`config.mk`:
```
export PLATFORM = sky130hd
export DESIGN_NAME = sec_counter_mux
export DESIGN_NICKNAME = d
export VERILOG_FILES = /design/src/rtl/sevenseg_pkg.sv /design/src/rtl/seg7_scan.sv /design/src/rtl/sec_counter_mux.sv
export SDC_FILE = /design/constraint.sdc
export NUM_CORES = 1
export LEC_CHECK = 0
export CORE_MARGIN = 4
export CORE_UTILIZATION = 40
export DETAILED_ROUTE_END_ITERATION = 10
export GPL_ROUTABILITY_DRIVEN = 0
export PLACE_DENSITY = 0.6
export SLEW_MARGIN = 20
export SYNTH_ARGS = -nofsm -noshare
export SYNTH_HDL_FRONTEND = slang
export SYNTH_HIERARCHICAL = 1
export SYNTH_SLANG_ARGS = --single-unit
```
`constraint.sdc`:
```
create_clock -name clk -period 5.1 [get_ports clk]
set_input_delay 1.53 -clock clk [delete_from_list [all_inputs] [get_ports clk]]
set_output_delay 1.53 -clock clk [all_outputs]
set_load 0.02 [all_outputs]
```
`src/rtl/sevenseg_pkg.sv`:
```
`default_nettype none
// +----------------------------------------------------------------------------+
// | Package : sevenseg_pkg                                                     |
// | Shared 7-segment constants and helpers for the display blocks.             |
// |   SEG_0..SEG_9, SEG_BLANK : active-low segment patterns {dp,g,f,e,d,c,b,a}  |
// |   seg_decode(digit)       : BCD digit -> active-low segments, 10-15 blank   |
// |   digit_max(idx, base60)  : highest value a digit position may hold         |
// | Revision : 1.0  initial release                                            |
// +----------------------------------------------------------------------------+
package sevenseg_pkg;

    // dp (bit 7) is never lit, so every pattern keeps bit 7 high.
    localparam logic [7:0] SEG_0     = 8'hC0;
    localparam logic [7:0] SEG_1     = 8'hF9;
    localparam logic [7:0] SEG_2     = 8'hA4;
    localparam logic [7:0] SEG_3     = 8'hB0;
    localparam logic [7:0] SEG_4     = 8'h99;
    localparam logic [7:0] SEG_5     = 8'h92;
    localparam logic [7:0] SEG_6     = 8'h82;
    localparam logic [7:0] SEG_7     = 8'hD8;
    localparam logic [7:0] SEG_8     = 8'h80;
    localparam logic [7:0] SEG_9     = 8'h90;
    localparam logic [7:0] SEG_BLANK = 8'hFF;

    function automatic logic [7:0] seg_decode(input logic [3:0] digit);
        logic [7:0] seg;
        case (digit)
            4'd0:    seg = SEG_0;
            4'd1:    seg = SEG_1;
            4'd2:    seg = SEG_2;
            4'd3:    seg = SEG_3;
            4'd4:    seg = SEG_4;
            4'd5:    seg = SEG_5;
            4'd6:    seg = SEG_6;
            4'd7:    seg = SEG_7;
            4'd8:    seg = SEG_8;
            4'd9:    seg = SEG_9;
            default: seg = SEG_BLANK;
        endcase
        return seg;
    endfunction

    // In base-60 mode the tens digit of each pair (odd index) stops at 5.
    function automatic logic [3:0] digit_max(input int idx, input int base60);
        return ((base60 != 0) && ((idx % 2) == 1)) ? 4'd5 : 4'd9;
    endfunction

endpackage
`default_nettype wire

```
`src/rtl/seg7_scan.sv`:
```
`default_nettype none
// +----------------------------------------------------------------------------+
// | Module  : seg7_scan                                                        |
// | Multiplexed 7-segment scanner for a shared-anode digit bank.               |
// |   clk    in   1        system clock                                       |
// |   reset  in   1        asynchronous active-low reset                      |
// |   count  in   4*NDIG   flat BCD digit bus, digit 0 at [3:0]                |
// |   seg_n  out  8        registered active-low segments                     |
// |   dig_n  out  NDIG     registered active-low one-hot digit enable          |
// | Revision : 1.0  initial release                                            |
// +----------------------------------------------------------------------------+
module seg7_scan
    import sevenseg_pkg::*;
#(
    parameter int CLK_HZ   = 50_000_000,
    parameter int SCAN_HZ  = 1000,
    parameter int NDIG     = 4,
    parameter int BLANK_LZ = 0
) (
    input  logic                clk,
    input  logic                reset,
    input  logic [4*NDIG-1:0]   count,
    output logic [7:0]          seg_n,
    output logic [NDIG-1:0]     dig_n
);

    localparam int c_SDIV = CLK_HZ / SCAN_HZ;
    localparam int c_SW   = (c_SDIV > 1) ? $clog2(c_SDIV) : 1;
    localparam int c_IW   = (NDIG > 1) ? $clog2(NDIG) : 1;

    localparam logic [c_SW-1:0] c_SCNT_LAST = c_SW'(c_SDIV - 1);
    localparam logic [c_IW-1:0] c_IDX_LAST  = c_IW'(NDIG - 1);
    localparam logic [NDIG-1:0] c_DIG0_N    = ~(NDIG'(1));

    logic [c_SW-1:0] r_scnt;
    logic [c_IW-1:0] r_idx;
    logic [7:0]      r_seg_n;
    logic [NDIG-1:0] r_dig_n;

    logic            w_step;
    logic            w_zero_run;
    logic [NDIG-1:0] w_blank;
    logic [3:0]      w_digit;
    logic            w_digit_blank;
    logic [NDIG-1:0] w_dig_n;
    logic [7:0]      w_seg_n;

    assign w_step = (r_scnt == c_SCNT_LAST);

    always_ff @(posedge clk or negedge reset) begin
        if (!reset) begin
            r_scnt <= '0;
            r_idx  <= '0;
        end else if (w_step) begin
            r_scnt <= '0;
            r_idx  <= (r_idx == c_IDX_LAST) ? '0 : r_idx + c_IW'(1);
        end else begin
            r_scnt <= r_scnt + c_SW'(1);
        end
    end

    // Walk from the most significant digit downward; a digit is a leading
    // zero while every digit above it (and itself) is still zero.
    always_comb begin
        w_zero_run = 1'b1;
        w_blank    = '0;
        for (int i = NDIG - 1; i >= 0; i--) begin
            w_zero_run = w_zero_run & (count[4*i +: 4] == 4'd0);
            w_blank[i] = (BLANK_LZ != 0) && (i > 0) && w_zero_run;
        end
    end

    always_comb begin
        w_digit       = 4'd0;
        w_digit_blank = 1'b0;
        w_dig_n       = '1;
        for (int i = 0; i < NDIG; i++) begin
            if (r_idx == c_IW'(i)) begin
                w_digit       = count[4*i +: 4];
                w_digit_blank = w_blank[i];
                w_dig_n[i]    = 1'b0;
            end
        end
        w_seg_n = w_digit_blank ? SEG_BLANK : seg_decode(w_digit);
    end

    // Enable and pattern are registered together so a digit never shows
    // its neighbour's segments.
    always_ff @(posedge clk or negedge reset) begin
        if (!reset) begin
            r_dig_n <= c_DIG0_N;
            r_seg_n <= SEG_0;
        end else begin
            r_dig_n <= w_dig_n;
            r_seg_n <= w_seg_n;
        end
    end

    assign seg_n = r_seg_n;
    assign dig_n = r_dig_n;

endmodule
`default_nettype wire

```
`src/rtl/sec_counter_mux.sv`:
```
`default_nettype none
// +----------------------------------------------------------------------------+
// | Module  : sec_counter_mux                                                  |
// | N-digit BCD up/down time counter with multiplexed 7-segment output.        |
// |   clk    in   1        system clock                                       |
// |   reset  in   1        asynchronous active-low reset                      |
// |   run    in   1        count on each tick when high                       |
// |   clear  in   1        synchronous clear of digits and prescaler          |
// |   up     in   1        count direction, 1 = up                            |
// |   count  out  4*NDIG   BCD value, digit 0 least significant               |
// |   wrap   out  1        one-cycle pulse on max->0 or 0->max                |
// |   seg_n  out  8        active-low segments {dp,g,f,e,d,c,b,a}             |
// |   dig_n  out  NDIG     active-low one-hot digit enable                    |
// | Revision : 1.0  initial release                                            |
// +----------------------------------------------------------------------------+
module sec_counter_mux
    import sevenseg_pkg::*;
#(
    parameter int CLK_HZ   = 50_000_000,
    parameter int TICK_HZ  = 1,
    parameter int SCAN_HZ  = 1000,
    parameter int NDIG     = 4,
    parameter int BASE60   = 0,
    parameter int BLANK_LZ = 0
) (
    input  logic                clk,
    input  logic                reset,
    input  logic                run,
    input  logic                clear,
    input  logic                up,
    output logic [4*NDIG-1:0]   count,
    output logic                wrap,
    output logic [7:0]          seg_n,
    output logic [NDIG-1:0]     dig_n
);

    localparam int c_DIV = CLK_HZ / TICK_HZ;
    localparam int c_PW  = $clog2(c_DIV);

    localparam logic [c_PW-1:0] c_PRE_LAST = c_PW'(c_DIV - 1);

    logic [c_PW-1:0]   r_pre;
    logic              r_wrap;

    logic              w_tick;
    logic              w_step;
    logic [NDIG-1:0]   w_term;
    logic [NDIG-1:0]   w_cin;
    logic [4*NDIG-1:0] w_count;

    assign w_tick = (r_pre == c_PRE_LAST);
    assign w_step = w_tick & run;

    // Free-running through run=0 so that resumed counting keeps tick phase.
    always_ff @(posedge clk or negedge reset) begin
        if (!reset) begin
            r_pre <= '0;
        end else if (clear || w_tick) begin
            r_pre <= '0;
        end else begin
            r_pre <= r_pre + c_PW'(1);
        end
    end

    // Every digit at its terminal value (max going up, 0 going down) means
    // the whole counter rolls over on this step.
    always_ff @(posedge clk or negedge reset) begin
        if (!reset) begin
            r_wrap <= 1'b0;
        end else begin
            r_wrap <= !clear && w_step && (&w_term);
        end
    end

    generate
        for (genvar i = 0; i < NDIG; i++) begin : g_dig
            localparam logic [3:0] c_MAX = digit_max(i, BASE60);

            logic [3:0] r_dig;
            logic       w_at_max;
            logic       w_at_zero;

            assign w_at_max  = (r_dig == c_MAX);
            assign w_at_zero = (r_dig == 4'd0);
            assign w_term[i] = up ? w_at_max : w_at_zero;

            // A digit steps when the step reaches it: all lower digits are
            // at their terminal value for the current direction.
            if (i == 0) begin : g_lsd
                assign w_cin[i] = w_step;
            end else begin : g_upper
                assign w_cin[i] = w_step & (&w_term[i-1:0]);
            end

            always_ff @(posedge clk or negedge reset) begin
                if (!reset) begin
                    r_dig <= 4'd0;
                end else if (clear) begin
                    r_dig <= 4'd0;
                end else if (w_cin[i]) begin
                    if (up) begin
                        r_dig <= w_at_max ? 4'd0 : r_dig + 4'd1;
                    end else begin
                        r_dig <= w_at_zero ? c_MAX : r_dig - 4'd1;
                    end
                end
            end

            assign w_count[4*i +: 4] = r_dig;
        end
    endgenerate

    seg7_scan #(
        .CLK_HZ   (CLK_HZ),
        .SCAN_HZ  (SCAN_HZ),
        .NDIG     (NDIG),
        .BLANK_LZ (BLANK_LZ)
    ) u_scan (
        .clk   (clk),
        .reset (reset),
        .count (w_count),
        .seg_n (seg_n),
        .dig_n (dig_n)
    );

    assign count = w_count;
    assign wrap  = r_wrap;

endmodule
`default_nettype wire

```
=== Word level (Yosys, flattened, before mapping) ===
Memories as Yosys holds them, arrays and structs flattened. A register that Yosys moved wholly into a read port is not among the register bits.
Cells that the tools add are included.

* Add/subtract/negate cells: 11
* Multipliers: 0
* Divide/modulo/power cells: 0
* Order comparisons: 0
* Eq/ne operators: 9
* Shifts and indexed selects: 0
* Multiplexer cells: 35
* Bitwise operators: 4
* Reductions and logical operators: 17

{| class="wikitable"
|+ Operators with widths
! operator !! number
|-
| 2-to-1 mux 4 bit || 24
|-
| adder 26 x 1 -> 26 bit (second input constant) || 1
|-
| equality test 26 bit (second input constant) || 1
|-
| 2-to-1 mux 26 bit || 1
|-
| adder 16 x 1 -> 16 bit (second input constant) || 1
|-
| adder 4 x 1 -> 4 bit (second input constant) || 4
|-
| equality test 16 bit (second input constant) || 1
|-
| equality test 4 bit (second input constant) || 4
|-
| logical NOT 4 bit || 4
|-
| 2-to-1 mux 16 bit || 1
|-
| subtractor 4 x 1 -> 4 bit (second input constant) || 4
|-
| 2-to-1 mux 1 bit || 8
|-
| nonzero test 2 bit || 4
|-
| bitwise AND 1 bit || 4
|-
| equality test 2 bit (second input constant) || 2
|-
| AND reduction 4 bit || 1
|-
| AND reduction 3 bit || 1
|-
| adder 2 x 1 -> 2 bit (second input constant) || 1
|-
| equality test 2 x 1 -> 1 bit (second input constant) || 1
|-
| logical AND 1 bit || 2
|-
| logical NOT 1 bit || 2
|-
| logical NOT 2 bit || 1
|-
| 2-to-1 mux 2 bit || 1
|-
| AND reduction 2 bit || 1
|-
| logical OR 1 bit || 1
|}

* Register bits after elaboration: 73
* Latch bits: 0
* Memory bits (writable): 0
* Memory bits (read-only): 112
* Input port bits: 5
* Output and inout port bits: 29
* Word-level logic and storage cells: 87
* Memories kept: 1

{| class="wikitable"
|+ Memory list
! name !! depth !! bits a word !! rd ports !! clocked after Yosys merged registers in !! wr ports !! RTL line !! RTL
|-
| (name not given) || 16 || 7 || 1 || 1 || 0 || sevenseg_pkg.sv:27 || <nowiki>case (digit)</nowiki>
|}

=== Logic depth before layout (Yosys ltp) ===
* Depth after elaboration: 6
* Depth in mapped cells: 10
* Depth with buffers taken out: 9

=== Cells and area by module ===
The synthesis kept the hierarchy.

{| class="wikitable"
|+ Modules (own cells, without submodules)
! module !! instances !! cells an instance !! area each (µm²) !! seq. area each (µm²)
|-
| sec_counter_mux || 1 || 324 || 2791.4 || 1076.0
|-
| seg7_scan || 1 || 143 || 1490.2 || 730.7
|}

=== Worst setup path before layout ===
Ideal clock, no wire load.

* Path type: in2reg
* From: input port run
* To: register g_dig[3].r_dig[1]
* Setup time: 78 ps
* Arrival: 3071 ps
* Data required time: 5022 ps
* Slack: 1951 ps
* Stages on the path: 5
* Path buffers: 0
* Path through: nand3_1 or4_4 or4_4 or3_1 a21oi_1

* Word-level cells in the longest chain between the ends: 3

{| class="wikitable"
|+ RTL lines
! what !! RTL line !! RTL
|-
| start, declared || sec_counter_mux.sv:28 || <nowiki>input logic run,</nowiki>
|-
| bitwise AND 1 bit || sec_counter_mux.sv:52 || <nowiki>assign w_step = w_tick & run;</nowiki>
|-
| bitwise AND 1 bit || sec_counter_mux.sv:92 || <nowiki>assign w_cin[i] = w_step & (&w_term[i-1:0]);</nowiki>
|-
| nonzero test 2 bit (no source line) || -- ||
|-
| end signal, assigned || sec_counter_mux.sv:102 || <nowiki>r_dig <= w_at_max ? 4'd0 : r_dig + 4'd1;</nowiki>
|-
| end signal, assigned || sec_counter_mux.sv:104 || <nowiki>r_dig <= w_at_zero ? c_MAX : r_dig - 4'd1;</nowiki>
|-
| end, declared || sec_counter_mux.sv:79 || <nowiki>logic [3:0] r_dig;</nowiki>
|}

Every way passes these cells.
A chain may end at the register's enable or synchronous reset.

=== Worst setup path in the final report ===
* From: input port up
* To: register g_dig[3].r_dig[1]

* Word-level cells in the longest chain between the ends: 4
* Elaborated cells between the ends (all ways): 9
* Those cells by class: mux: 6; bitwise: 1; reduce/logical: 2

{| class="wikitable"
|+ RTL lines
! what !! RTL line !! RTL
|-
| start, declared || sec_counter_mux.sv:30 || <nowiki>input logic up,</nowiki>
|-
| 2-to-1 mux 1 bit || sec_counter_mux.sv:85 || <nowiki>assign w_term[i] = up ? w_at_max : w_at_zero;</nowiki>
|-
| AND reduction 3 bit || sec_counter_mux.sv:92 ||
|-
| bitwise AND 1 bit || sec_counter_mux.sv:92 ||
|-
| nonzero test 2 bit (no source line) || -- ||
|}

Parallel ways exist; a longest one is shown, timed or not. The select of a mux whose other input is x is not followed.

==> flow_summary.yaml <==
status:
  status: "finished clean"
synthesis:
  syn_inst: 467
  synthArstFlopShare_pct: 100
  yosys_warnings: 13
  yosys.area_share.simple_pct: 26.1
  synth_nets: 490
  synth_edf_count: 0
  netlist_area_um2: 4280
  synth_compound_area_share_pct: 12.5
  ys_top_cells_by_area: "dfrtp_1, nor2_1, ha_1"
  yosysSeqAreaShare_pct: 42.2
  yosys_most_used_dff: "dfrtp_1"
  synth-xor-area-share_pct: 8.18
  synth_mux_area_share_pct: 1.72
  yosysTopAreaCell: "dfrtp_1"
  synth_top_area_share_pct: 39.7
  ys_ff_latch: 72
  synth_top_family_by_area: "simple AND/OR/NAND/NOR gates"
  synth_adder_area_share_pct: 5.26
  synth_area_per_cell_um2: 9.17
  synth_cell_types: 64
placed_design:
  dpl.cell_count: 622
  dp_hpwl_um: 6540
  preCtsSetupSlack_ns: 1.08
  place_area_um2: 4720
  port_buffers: 32
power:
  p_seq_share_pct: 49.8
  p_sw_mw: 0.246
  power_mw: 1.15
  power_frac_comb_pct: 3.4
  power.density_nw_per_um2: 233
  p_sw_share_pct: 21.4
  p_leak_nw: 2.09
  vdd_drop_max_v: 0.0000966
  clockPowerShare_pct: 46.7
  p_int_mw: 0.906
sta:
  holdWs_ns: 0.486
  period_share_pct: 72.1
  worst_pin_slew_ns: 0.703
  finalCriticalPeriod_ns: 3.68
  hold_violations: 0
  skew_ns: 0.0115
  setup_viol: 0
  setup_ws_ns: 1.42
  max_slew_margin_pct: 53.0
  rsz0062_at_grt: "no"
  clock.fmax_ghz: 0.272
  fin_tns_setup_ns: 0
  maxSlewViolCount: 0
global_routing:
  grt-ovfl-total: 0
  grt_pass1_wl_um: 16200
  grt_use_total_pct: 15.5
  grt_antenna_before_repair: 0
  grt_max_degree: 49
  grt_pass1_vias: 3361
critical_path:
  critPathTopFamily: "simple AND/OR/NAND/NOR gates"
  rr_startpoint: "g_dig[0].r_dig[0]"
  worstPathArrival_ns: 3.94
  rr_worst_depth: 7
  rr_endpoint: "g_dig[2].r_dig[1]"
  r2r_setup_slack_ns: 2.49
  crit_fanout: 25
  worstPathRequired_ns: 5.36
  end_kind: "register"
  crit_start: "up"
  worstPathCellList: "clkdlybuf4s50_1, buf_4, and3_1, o21ai_0, or4_4, or3_1, a21oi_1"
  critPathKind: "in -> reg"
  cp-endpoint: "g_dig[3].r_dig[1]"
  slowest_stage: "clkdlybuf4s50_1"
  cp.buffers_inverters: 2
  crit_cells: 7
  slowest_delay_ns: 0.69
  start_kind: "input port"
clocking:
  clk_path_buf_depth: 2
  ctsHoldBuffers: 0
  clock_latency_ns: 0.35
  cts_htree_levels: 3
  ctsRootBufferMaster: "clkbuf_8"
  clk_pin_slew_ns: 0.07
  cts_buffers: 9
  cts_resized: 0
  cts_tree: "built"
  clock-sinks: 72
  post-cts-setup-buffers: 0
finish:
  final_util_pct: 47.8
  drive_gt1_share_pct: 8.96
  antenna_cells: 0
  fin_area_um2: 4960
  fin_cells: 638
  area_delta_synth_final_pct: 15.8
  fin_nets: 520
detailed_routing:
  viasPerCell: 5.42
  wirelength_um: 9190
  ant_nets: 0
  vias: 3455
  wl_per_cell_um: 14.4
  drc: 0
  drtPass1Iterations: 6
  drt_iter0_drc: 294
die:
  die_h_um: 111
  core_um2: 10400
  ios: 34
  die_x_um: 111
  die_area_um2: 12400
  initial_core_util_pct: 41.3
  rows: 37
run:
  cap_violations: 0
min_path:
  holdCritPathClass: "reg -> reg"
-- area by class of cell --
| type | instances | area, µm² |
|---|---|---|
| multi-input cells | 353 | 2300 |
| clock inverters | 6 | 108 |
| clock buffers | 10 | 128 |
| flip-flops and latches | 72 | 1810 |
| repair buffers | 36 | 345 |
| inverters | 25 | 93.8 |
| well taps | 136 | 170 |
| fillers | 984 | 5410 |
-- layout by cell type (no fill, tap or decap), types with 5 or more instances in the layout --
cell	count
a21oi_1	20
nor3_1	6
nor4_1	6
o21ai_0	12
nor2b_1	9
inv_1	22
clkdlybuf4s50_1	31
a211oi_1	5
o21ai_1	6
nand4_1	12
o211ai_1	5
xor2_1	24
or3_1	6
xnor2_1	16
clkbuf_8	9
nor2_1	65
nand2_1	33
dfrtp_1	68
nand2b_1	12
and3_1	6
nand3_1	25
ha_1	18
nor4b_1	6
a31oi_1	5
-- registers in the layout, indices dropped and copies added (netlist names) --
| name | cells |
|---|---|
| u_scan/dig_n | 4 |
| r_pre | 26 |
| u_scan/seg_n | 7 |
| wrap | 1 |
| u_scan/r_scnt | 16 |
| g_dig.r_dig | 16 |
| u_scan/r_idx | 2 |
-- cell usage after synthesis (3+ instances only) --
library cell	count
xor2_1	24
clkbuf_1	14
nand3_1	25
nor4b_1	6
mux2i_1	4
nand2b_1	12
o21ai_1	6
o21ai_0	12
nor2_1	65
nand2_1	33
and3_1	6
inv_2	3
o211ai_1	5
a211oi_1	5
dfstp_2	4
xnor2_1	16
nor3_1	6
ha_1	18
or3_1	6
nor2b_1	9
nor4_1	6
dfrtp_1	68
nand4_1	12
a31oi_1	5
a311o_1	3
a21oi_1	20
inv_1	22
and4_1	4
-- logic make-up (layout without fill, tap and decap cells) --
logic type / after synthesis / count (layout)
other: 1 / 1
and+or+nand+nor: 210 / 210
DFF: 72 / 72
AOI/OAI and AO/OA: 77 / 77
adders and majority gates: 18 / 18
muxes: 7 / 7
xor gates and xnor gates: 40 / 40
buffers and inverters: 42 / 77
-- how the worst min path moves through the flow --
stage / startpoint / endpoint / slack, ns / cells past startpoint
6_report: u_scan/r_scnt[0] / u_scan/r_scnt[0] / 0.49 / 1
5_1_grt: u_scan/r_scnt[0] / u_scan/r_scnt[0] / 0.52 / 1
4_1_cts: u_scan/r_scnt[0] / u_scan/r_scnt[0] / 0.49 / 1
3_5_place_dp: u_scan/r_scnt[0] / u_scan/r_scnt[0] / 0.48 / 1
3_3_place_gp: u_scan/r_scnt[0] / u_scan/r_scnt[0] / 0.47 / 1
2_1_floorplan: u_scan/r_scnt[0] / u_scan/r_scnt[0] / 0.45 / 1
-- power by group through the flow --
stage	registers [mW]	logic [mW]	clock network, mW
2_1_floorplan	0.585	0.0202	0
3_3_place_gp	0.586	0.0402	0
3_5_place_dp	0.586	0.0408	0
4_1_cts	0.574	0.0408	0.554
5_1_grt	0.575	0.0451	0.579
6_report	0.575	0.0393	0.539
-- per-layer routing --
metal / GRT usage, % / wire (µm) / vias up
met5: 0 / 0 / -
met4: 6.65 / 169 / 0
met3: 2.66 / 319 / 13
met2: 25.6 / 4420 / 68
met1: 20.1 / 4280 / 1671
li1: - / - / 1703
No activity file was read; power rests on OpenSTA's default activity.
